$ cat config.mk
export PLATFORM = sky130hd
export DESIGN_NAME = song_sequencer
export DESIGN_NICKNAME = d
export VERILOG_FILES = /design/src/rtl/song_sequencer.sv
export SDC_FILE = /design/constraint.sdc
export NUM_CORES = 2
export LEC_CHECK = 0
export BUFFER_PORTS_ARGS = -buffer_cell sky130_fd_sc_hd__buf_4
export CAP_MARGIN = 30
export CORE_UTILIZATION = 60
export DETAILED_ROUTE_END_ITERATION = 7
export GPL_ROUTABILITY_DRIVEN = 0
export PLACE_DENSITY = 0.76
export SETUP_SLACK_MARGIN = 0.15
export SLEW_MARGIN = 20
export SYNTH_ARGS = -nofsm -noshare
export SYNTH_HDL_FRONTEND = slang
export SYNTH_MEMORY_MAX_BITS = 65536
export SYNTH_SLANG_ARGS = --single-unit
$ cat constraint.sdc
create_clock -name clk -period 7.3 [get_ports clk]
set_input_delay 0.365 -clock clk [delete_from_list [all_inputs] [get_ports clk]]
set_output_delay 0.365 -clock clk [all_outputs]
set_load 0.01 [all_outputs]
$ cat src/rtl/song_sequencer.sv
// -----------------------------------------------------------------------------
// song_sequencer
//   Multi-song note sequencer for the synth voice path. It stores NUM_SONGS
//   note patterns of DEPTH steps each, plus a last-step register per song.
//   The selected song plays one step per step_tick. Playback supports a
//   start/stop toggle, pause, one-shot or loop mode, and an end-of-song pulse.
//
// Ports
//   clk, rst    : system clock; synchronous active-high reset
//   toggle      : one-cycle start/stop pulse
//   pause       : level; high freezes playback
//   loop_en     : level; sampled when the last step is consumed
//   song_sel    : song to play, latched on start
//   step_tick   : one-cycle step strobe from the clock divider
//   wr_en, wr_song, wr_addr, wr_note : pattern memory write port
//   len_wr, len_val                  : last-step register write for wr_song
//   note_out    : registered note code; rest (all ones) when idle
//   playing     : high in PLAY or PAUSE
//   step_idx    : current step index
//   song_done   : one-cycle pulse when the last step is consumed
// -----------------------------------------------------------------------------
module song_sequencer #(
    parameter int NOTE_W    = 4,
    parameter int DEPTH     = 256,
    parameter int NUM_SONGS = 4,
    parameter int ADDR_W    = $clog2(DEPTH),
    parameter int SONG_W    = $clog2(NUM_SONGS)
) (
    input  logic              clk,
    input  logic              rst,
    input  logic              toggle,
    input  logic              pause,
    input  logic              loop_en,
    input  logic [SONG_W-1:0] song_sel,
    input  logic              step_tick,
    input  logic              wr_en,
    input  logic [SONG_W-1:0] wr_song,
    input  logic [ADDR_W-1:0] wr_addr,
    input  logic [NOTE_W-1:0] wr_note,
    input  logic              len_wr,
    input  logic [ADDR_W-1:0] len_val,
    output logic [NOTE_W-1:0] note_out,
    output logic              playing,
    output logic [ADDR_W-1:0] step_idx,
    output logic              song_done
);

    localparam logic [NOTE_W-1:0] REST = {NOTE_W{1'b1}};
    localparam int                MEM_W = SONG_W + ADDR_W;

    typedef enum logic [1:0] {
        IDLE  = 2'd0,
        PLAY  = 2'd1,
        PAUSE = 2'd2
    } state_t;

    state_t              state_reg, state_next;
    logic [ADDR_W-1:0]   step_reg, step_next;
    logic [SONG_W-1:0]   song_reg, song_next;
    logic                done_reg, done_next;
    logic [NOTE_W-1:0]   note_reg;
    logic [ADDR_W-1:0]   last_reg [NUM_SONGS];
    logic [ADDR_W-1:0]   last_cur;

    // Pattern memory, addressed {song, step}; no reset so it maps to block RAM.
    logic [NOTE_W-1:0]   mem [NUM_SONGS*DEPTH];
    logic [MEM_W-1:0]    rd_addr;
    logic [MEM_W-1:0]    wr_mem_addr;

    assign rd_addr     = {song_reg, step_reg};
    assign wr_mem_addr = {wr_song, wr_addr};
    assign last_cur    = last_reg[song_reg];

    // ------------------------------------------------------------------
    // Next-state logic
    // ------------------------------------------------------------------
    always_comb begin
        state_next = state_reg;
        step_next  = step_reg;
        song_next  = song_reg;
        done_next  = 1'b0;
        case (state_reg)
            IDLE: begin
                if (toggle) begin
                    state_next = PLAY;
                    song_next  = song_sel;
                    step_next  = '0;
                end
            end
            PLAY: begin
                // toggle outranks pause, which outranks step_tick
                if (toggle) begin
                    state_next = IDLE;
                    step_next  = '0;
                end else if (pause) begin
                    state_next = PAUSE;
                end else if (step_tick) begin
                    // >= so a song shortened below the current step still ends
                    if (step_reg >= last_cur) begin
                        done_next = 1'b1;
                        step_next = '0;
                        if (!loop_en) begin
                            state_next = IDLE;
                        end
                    end else begin
                        step_next = step_reg + 1'b1;
                    end
                end
            end
            PAUSE: begin
                if (toggle) begin
                    state_next = IDLE;
                    step_next  = '0;
                end else if (!pause) begin
                    state_next = PLAY;
                end
            end
            default: begin
                state_next = IDLE;
                step_next  = '0;
            end
        endcase
    end

    // ------------------------------------------------------------------
    // State and output registers
    // ------------------------------------------------------------------
    always_ff @(posedge clk) begin
        if (rst) begin
            state_reg <= IDLE;
            step_reg  <= '0;
            song_reg  <= '0;
            done_reg  <= 1'b0;
            note_reg  <= REST;
        end else begin
            state_reg <= state_next;
            step_reg  <= step_next;
            song_reg  <= song_next;
            done_reg  <= done_next;
            // Registered memory read: note lags step_idx by one cycle.
            if (state_reg != IDLE) begin
                note_reg <= mem[rd_addr];
            end else begin
                note_reg <= REST;
            end
        end
    end

    // Write port; a same-cycle read of this location sees the old data.
    always_ff @(posedge clk) begin
        if (wr_en) begin
            mem[wr_mem_addr] <= wr_note;
        end
    end

    // Per-song last-step registers.
    always_ff @(posedge clk) begin
        for (int i = 0; i < NUM_SONGS; i++) begin
            if (rst) begin
                last_reg[i] <= ADDR_W'(DEPTH - 1);
            end else if (len_wr && (wr_song == SONG_W'(i))) begin
                last_reg[i] <= len_val;
            end
        end
    end

    assign note_out  = note_reg;
    assign playing   = (state_reg != IDLE);
    assign step_idx  = step_reg;
    assign song_done = done_reg;

endmodule
; Word level (Yosys, flattened, before mapping)
; Memory sizes are Yosys's and may differ from the RTL's. A register that Yosys moved wholly into a read port is not among the register bits.
; Cells that the tools add are included.
[op_classes]
addsub = 1
magnitude_cmp = 1
n_eq_ne = 13
muxes = 38
n_bitwise = 7
n_reduce_logical = 13
[ops]
columns = cell, count
row1 = two-way mux 8 bit, 9
row2 = two-way mux 2 bit, 10
row3 = two-way mux 1 bit, 17
row4 = one-hot mux 8 bit (2 select lines), 1
row5 = "inequality test 4 bit, second input constant", 3
row6 = "inequality test 3 bit, second input constant", 3
row7 = "adder 8 x 1 -> 8 bit, second input constant", 1
row8 = >= comparator 8 bit, 1
row9 = "== test 2 bit, second input constant", 3
row10 = one-hot mux 2 bit (3 select lines), 1
row11 = AND reduction 5 bit, 1
row12 = OR reduction 5 bit, 1
row13 = "== test 2 x 1 -> 1 bit, second input constant", 2
row14 = logical AND 1 bit, 4
row15 = logical NOT 2 bit, 2
row16 = OR 1 bit, 4
row17 = OR reduction 2 bit, 2
row18 = inverter 1 bit, 3
row19 = AND reduction 3 bit, 1
row20 = "inequality test 2 x 1 -> 1 bit, second input constant", 1
row21 = "inequality test 2 bit, second input constant", 1
row22 = AND reduction 2 bit, 1
row23 = nonzero test 2 bit, 1
[word_totals]
register_bits = 13
ram_bits = 4128
elab_cells = 79
mem_count = 2
[mem_list]
columns = memory, words, width, rd, rd_clocked_by_memory_dff, write_ports, line
row1 = mem, 1024, 4, 1, 1, 1, 66  ; logic [NOTE_W-1:0] mem [NUM_SONGS*DEPTH];
row2 = last_reg, 4, 8, 1, 1, 4, 62  ; logic [ADDR_W-1:0] last_reg [NUM_SONGS];

; Longest topological paths before layout
[logic_depth]
ltp_word = 6
ltp_mapped = 18
mapped_depth_nobuf = 10

; Least setup slack after synthesis
; Ideal clock, no wire load.
[synth_timing]
kind = reg-to-reg
from = register step_reg[0], in the netlist step_idx[0]
to = register step_reg[6], in the netlist step_idx[6]
arrival_ns = 3.933
required_time_ns = 7.226
path_slack_ns = 3.293
path_stages_with_launch = 19
period_less_slack_ns = 4.007
path_cell_list = dfxtp_1 > buf_6 > buf_6 > buf_6 > buf_4 > buf_4 > buf_6 > buf_6 > inv_1 > ha_1 > nand2b_1 > a21o_1 > a21o_1 > a21o_1 > a21o_1 > a2111oi_2 > clkbuf_1 > o211ai_1 > a31oi_1
[synth_between]
elab_chain_len = 6
word_cells_on_any_way = 7
[synth_lines]
columns = element, line
row1 = from (decl), 58  ; logic [ADDR_W-1:0] step_reg, step_next;
row2 = from (signal assigned), 137  ; step_reg <= step_next;
row3 = adder 8 x 1 -> 8 bit / >= comparator 8 bit (equally long branches), "106, 99"
row4 = two-way mux 8 bit *, 99  ; if (step_reg >= last_cur) begin
row5 = two-way mux 8 bit *, 97  ; end else if (step_tick) begin
row6 = two-way mux 8 bit *, 95  ; end else if (pause) begin
row7 = two-way mux 8 bit *, 92  ; if (toggle) begin
row8 = one-hot mux 8 bit (2 select lines) *, 82  ; case (state_reg)
; Every way passes the cells marked *; elsewhere a longest branch is shown, timed or not. The select of a mux whose other input is x is not followed.
; A chain may end at the register's enable or synchronous reset.

==> results.txt <==
----------------------------------------------------
[Floorplanning]
  Die Width ... 523 µm
  Core ar. ... 271000 µm²
  Vertical die dimension ... 523 µm
  Floorplan die area ... 274000 µm²
  Rows ... 191
  Initial core utilization ... 60.3%
  Number of primary I/O pins ... 46

[Clocking]
  Total setup buffers inserted after CTS ... 0
  Number of hold-repair buffers added at the cts stage ... 29
  Clock-pin slew of the registers on the worst-case setup and hold paths ... 60 ps
  Root Driver ... sky130_fd_sc_hd__clkbuf_16
  Clock Sinks ... 4147
  Number of cells upsized or downsized after cts ... 0
  CTS tree ... done
  Total clock buffers created by CTS ... 409
  H-Tree Level Count ... 5
  Clock Tree Buf Depth ... 4
  Insertion delay to the later sink of the worst-skew pair ... 990 ps

[Layout]
  Layout cell share with drive strength beyond 1 ... 21.0%
  Number of nets at the end of the flow ... 8400
  Filler cell count in the final layout ... 16500
  Post-Layout Inst Area ... 181000 µm²
  Synthesis-to-layout area growth ... 10.8%
  Number of flip-flops under the largest register name ... 4096

[Run]
  # Max-Cap Violations ... 0

[Yosys]
  Post-synthesis adder-cell area fraction ... 0.0690%
  Simple-gate area share of the yosys netlist ... 3.79%
  Post-synthesis sequential area ratio ... 76.2%
  Number of flip-flops and latches in the synthesized netlist ... 4147
  Largest cells by area after synthesis ... sky130_fd_sc_hd__edfxtp_1 76%, sky130_fd_sc_hd__mux4_2 13%, sky130_fd_sc_hd__nor2_1 2.5%, sky130_fd_sc_hd__mux2i_1 1.9%, sky130_fd_sc_hd__a22oi_1 0.80%
  Post-synthesis share of cell area spent on xor and xnor gates ... 0.00537%
  Dominant combinational cell family by area after synthesis ... multiplexers
  Area share of the largest cell type after synthesis ... 76.0%
  Number of enable flip-flop cells after synthesis ... 4128
  Syn_nets ... 8323
  Commonest cells in the netlist ... 4128 x sky130_fd_sc_hd__edfxtp_1, 1095 x sky130_fd_sc_hd__nor2_1, 910 x sky130_fd_sc_hd__mux4_2
  Netlist Area Pre-Place ... 163000 µm²
  Cell taking the most area after synthesis ... sky130_fd_sc_hd__edfxtp_1
  Most frequent cell after synthesis ... sky130_fd_sc_hd__edfxtp_1
  Mux contribution to synthesized area ... 14.7%
  Primary FF master, synth ... sky130_fd_sc_hd__edfxtp_1
  Count of unique library cells instantiated by Yosys ... 64
  Share of synthesized flip-flops with an asynchronous set or reset ... 0%
  Post-Syn Instances ... 8282
  Yosys warning total ... 0
  Per-instance average area after synthesis ... 19.7 µm²
  Area fraction in compound gates after synthesis ... 3.26%

[Global route]
  Gr ovfl total ... 0
  Overall global routing resource usage ... 29.9%
  Via count of the first global-routing pass ... 84900
  Global-route wire length before repair ... 588000 µm
  Pin count of the biggest net entering global routing ... 230
  Number of antenna violations at the first check in global routing ... 20

[Critical path]
  Startpoint kind of the worst setup timing path ... flip-flop
  Worst Path Max Fanout ... 107
  Slowest stage cell on the critical path ... sky130_fd_sc_hd__dfxtp_4
  Biggest cell delay along the critical path ... 1010 ps
  Crit-path cells ... buf_12 -> mux4_2 -> a22o_1 -> a211oi_1 -> nor4_1 -> buf_4 -> a31oi_1 -> mux2_2 -> o2111a_1 -> o311ai_1
  Critical path arrival ... 5630 ps
  Required time reported for the critical path endpoint ... 8140 ps
  Critical path start-end classification ... reg -> reg
  Crit path capture type ... flip-flop

[Drt]
  First-pass DRT Iterations ... 8
  Via density per instance ... 6.84
  Routed WL ... 405000 µm
  Final antenna-violating net count ... 0
  Post-route DRC violation count ... 0
  Number of DRC violations after detailed-routing iteration 0 ... 12000
  Vias ... 83900
  Routed wirelength normalized by instance count ... 33.0 µm

[STA]
  Headroom to the max-slew limit ... 18.0%
  Crit path time final ... 4790 ps
  Sum Neg Setup Slack ... 0 ps
  Setup violators final ... 0
  Worst clock skew ... 83.2 ps
  Final Hold Slack ... 191 ps
  Final Max Tran Viols ... 0
  Highest attainable clock frequency ... 209 MHz
  RSZ-0062 raised after global routing ... no
  Transition time at the pin with the least slew margin ... 1230 ps
  Fin crit share ... 65.6%
  Number of hold-slack violations in the final timing report ... 0

[Placement]
  Instance area after placement ... 168000 µm²
  Hpwl dp ... 236000 µm
  Count of port buffers added during placement ... 45

[Run status]
  Outcome ... finished clean

[Min path]
  Worst min path class ... in -> reg

[Power and ir drop]
  Worst ir drop on vdd ... 0.277 mV
  Power density cells ... 265 nW/µm²
  Leakage power figure ... 0.0530 µW

----------------------------------------------------
[critical path, delay by kind of cell, from the launching register on]
kind	cells	cell delay, ps
buffers and inverters	2	810
AND/OR/NAND/NOR	1	120
multiplexers	2	890
flip-flops	1	1010
AO/OA/AOI/OAI	5	1620
[cells by family after synthesis]
family,after synthesis
muxes,1239
DFF,4147
and+or+nand+nor,1509
adders and majority gates,9
buffers and inverters,627
AOI/OAI and AO/OA,750
xor gates and xnor gates,1
[cell usage in the layout, fill, tap and decap left out, types with 11 or more instances in the layout]
cell / instances
sky130_fd_sc_hd__edfxtp_1: 4128
sky130_fd_sc_hd__nor2_1: 1091
sky130_fd_sc_hd__mux4_2: 910
sky130_fd_sc_hd__clkbuf_16: 414
sky130_fd_sc_hd__mux2i_1: 309
sky130_fd_sc_hd__a22oi_1: 173
sky130_fd_sc_hd__buf_4: 171
sky130_fd_sc_hd__nand2_1: 154
sky130_fd_sc_hd__a21oi_1: 146
sky130_fd_sc_hd__o221ai_1: 109
sky130_fd_sc_hd__clkinv_2: 84
sky130_fd_sc_hd__clkbuf_1: 79
sky130_fd_sc_hd__clkinv_1: 76
sky130_fd_sc_hd__nand3_1: 70
sky130_fd_sc_hd__o22ai_1: 64
sky130_fd_sc_hd__o21ai_0: 53
sky130_fd_sc_hd__buf_12: 48
sky130_fd_sc_hd__a211oi_1: 39
sky130_fd_sc_hd__a22o_1: 38
sky130_fd_sc_hd__bufinv_16: 31
sky130_fd_sc_hd__nand2b_1: 29
sky130_fd_sc_hd__nand4_1: 29
sky130_fd_sc_hd__dlygate4sd3_1: 29
sky130_fd_sc_hd__clkinvlp_4: 28
sky130_fd_sc_hd__or3_1: 27
sky130_fd_sc_hd__o211ai_1: 25
sky130_fd_sc_hd__nand3_4: 24
sky130_fd_sc_hd__a31oi_1: 18
sky130_fd_sc_hd__inv_1: 17
sky130_fd_sc_hd__o2111ai_1: 17
sky130_fd_sc_hd__mux2_2: 14
sky130_fd_sc_hd__diode_2: 13
sky130_fd_sc_hd__dfxtp_1: 13
sky130_fd_sc_hd__buf_8: 13
sky130_fd_sc_hd__o31ai_1: 11
sky130_fd_sc_hd__a221oi_1: 11
[per-layer routing]
| layer | vias up | wire [µm] | track usage (%) |
|---|---|---|---|
| met5 | - | 43 | 0 |
| met3 | 973 | 46200 | 6.26 |
| li1 | 34000 | - | - |
| met2 | 5569 | 195000 | 47.5 |
| met4 | 6 | 19700 | 13.3 |
| met1 | 43400 | 144000 | 40.6 |
[power by group]
| part | total [µW] | switching (µW) | internal [µW] |
|---|---|---|---|
| clock | 20300 | 8770 | 11500 |
| sequential | 26200 | 31.7 | 26200 |
| combinational | 1290 | 945 | 344 |
[stage by stage]
step	cells	worst slack [ps]	utilization, %	total power, µW
2_1_floorplan	8282	3290	-	27300
4_1_cts	12200	2620	66.8	47900
3_3_place_gp	11500	2690	61.7	27900
6_report	12300	2510	66.8	47800
3_5_place_dp	11500	2630	61.9	28000
5_1_grt	12300	2400	66.8	48900
[final timing paths]
kind	startpoint	end	slack, ps	cells past startpoint
hold / removal	wr_en	mem[754][2]	190	3
setup / recovery	step_idx[0]	note_out[0]	2510	10
setup reg to reg	step_idx[0]	note_out[0]	2510	10
hold reg to reg	state_reg[1]	song_done	780	3
[layout make-up]
class	instances	area, µm²	share of cell area, %
Sequential cell	4147	124000	68.8
Multi-Input combinational cell	3508	36000	19.9
Clock buffer	499	10700	5.94
Tap cell	3570	4470	2.47
Timing Repair Buffer	276	2990	1.66
Clock inverter	236	2060	1.14
Inverter	17	63.8	0.0353
Antenna cell	13	32.5	0.0180
(Power assumes the default switching activity.)
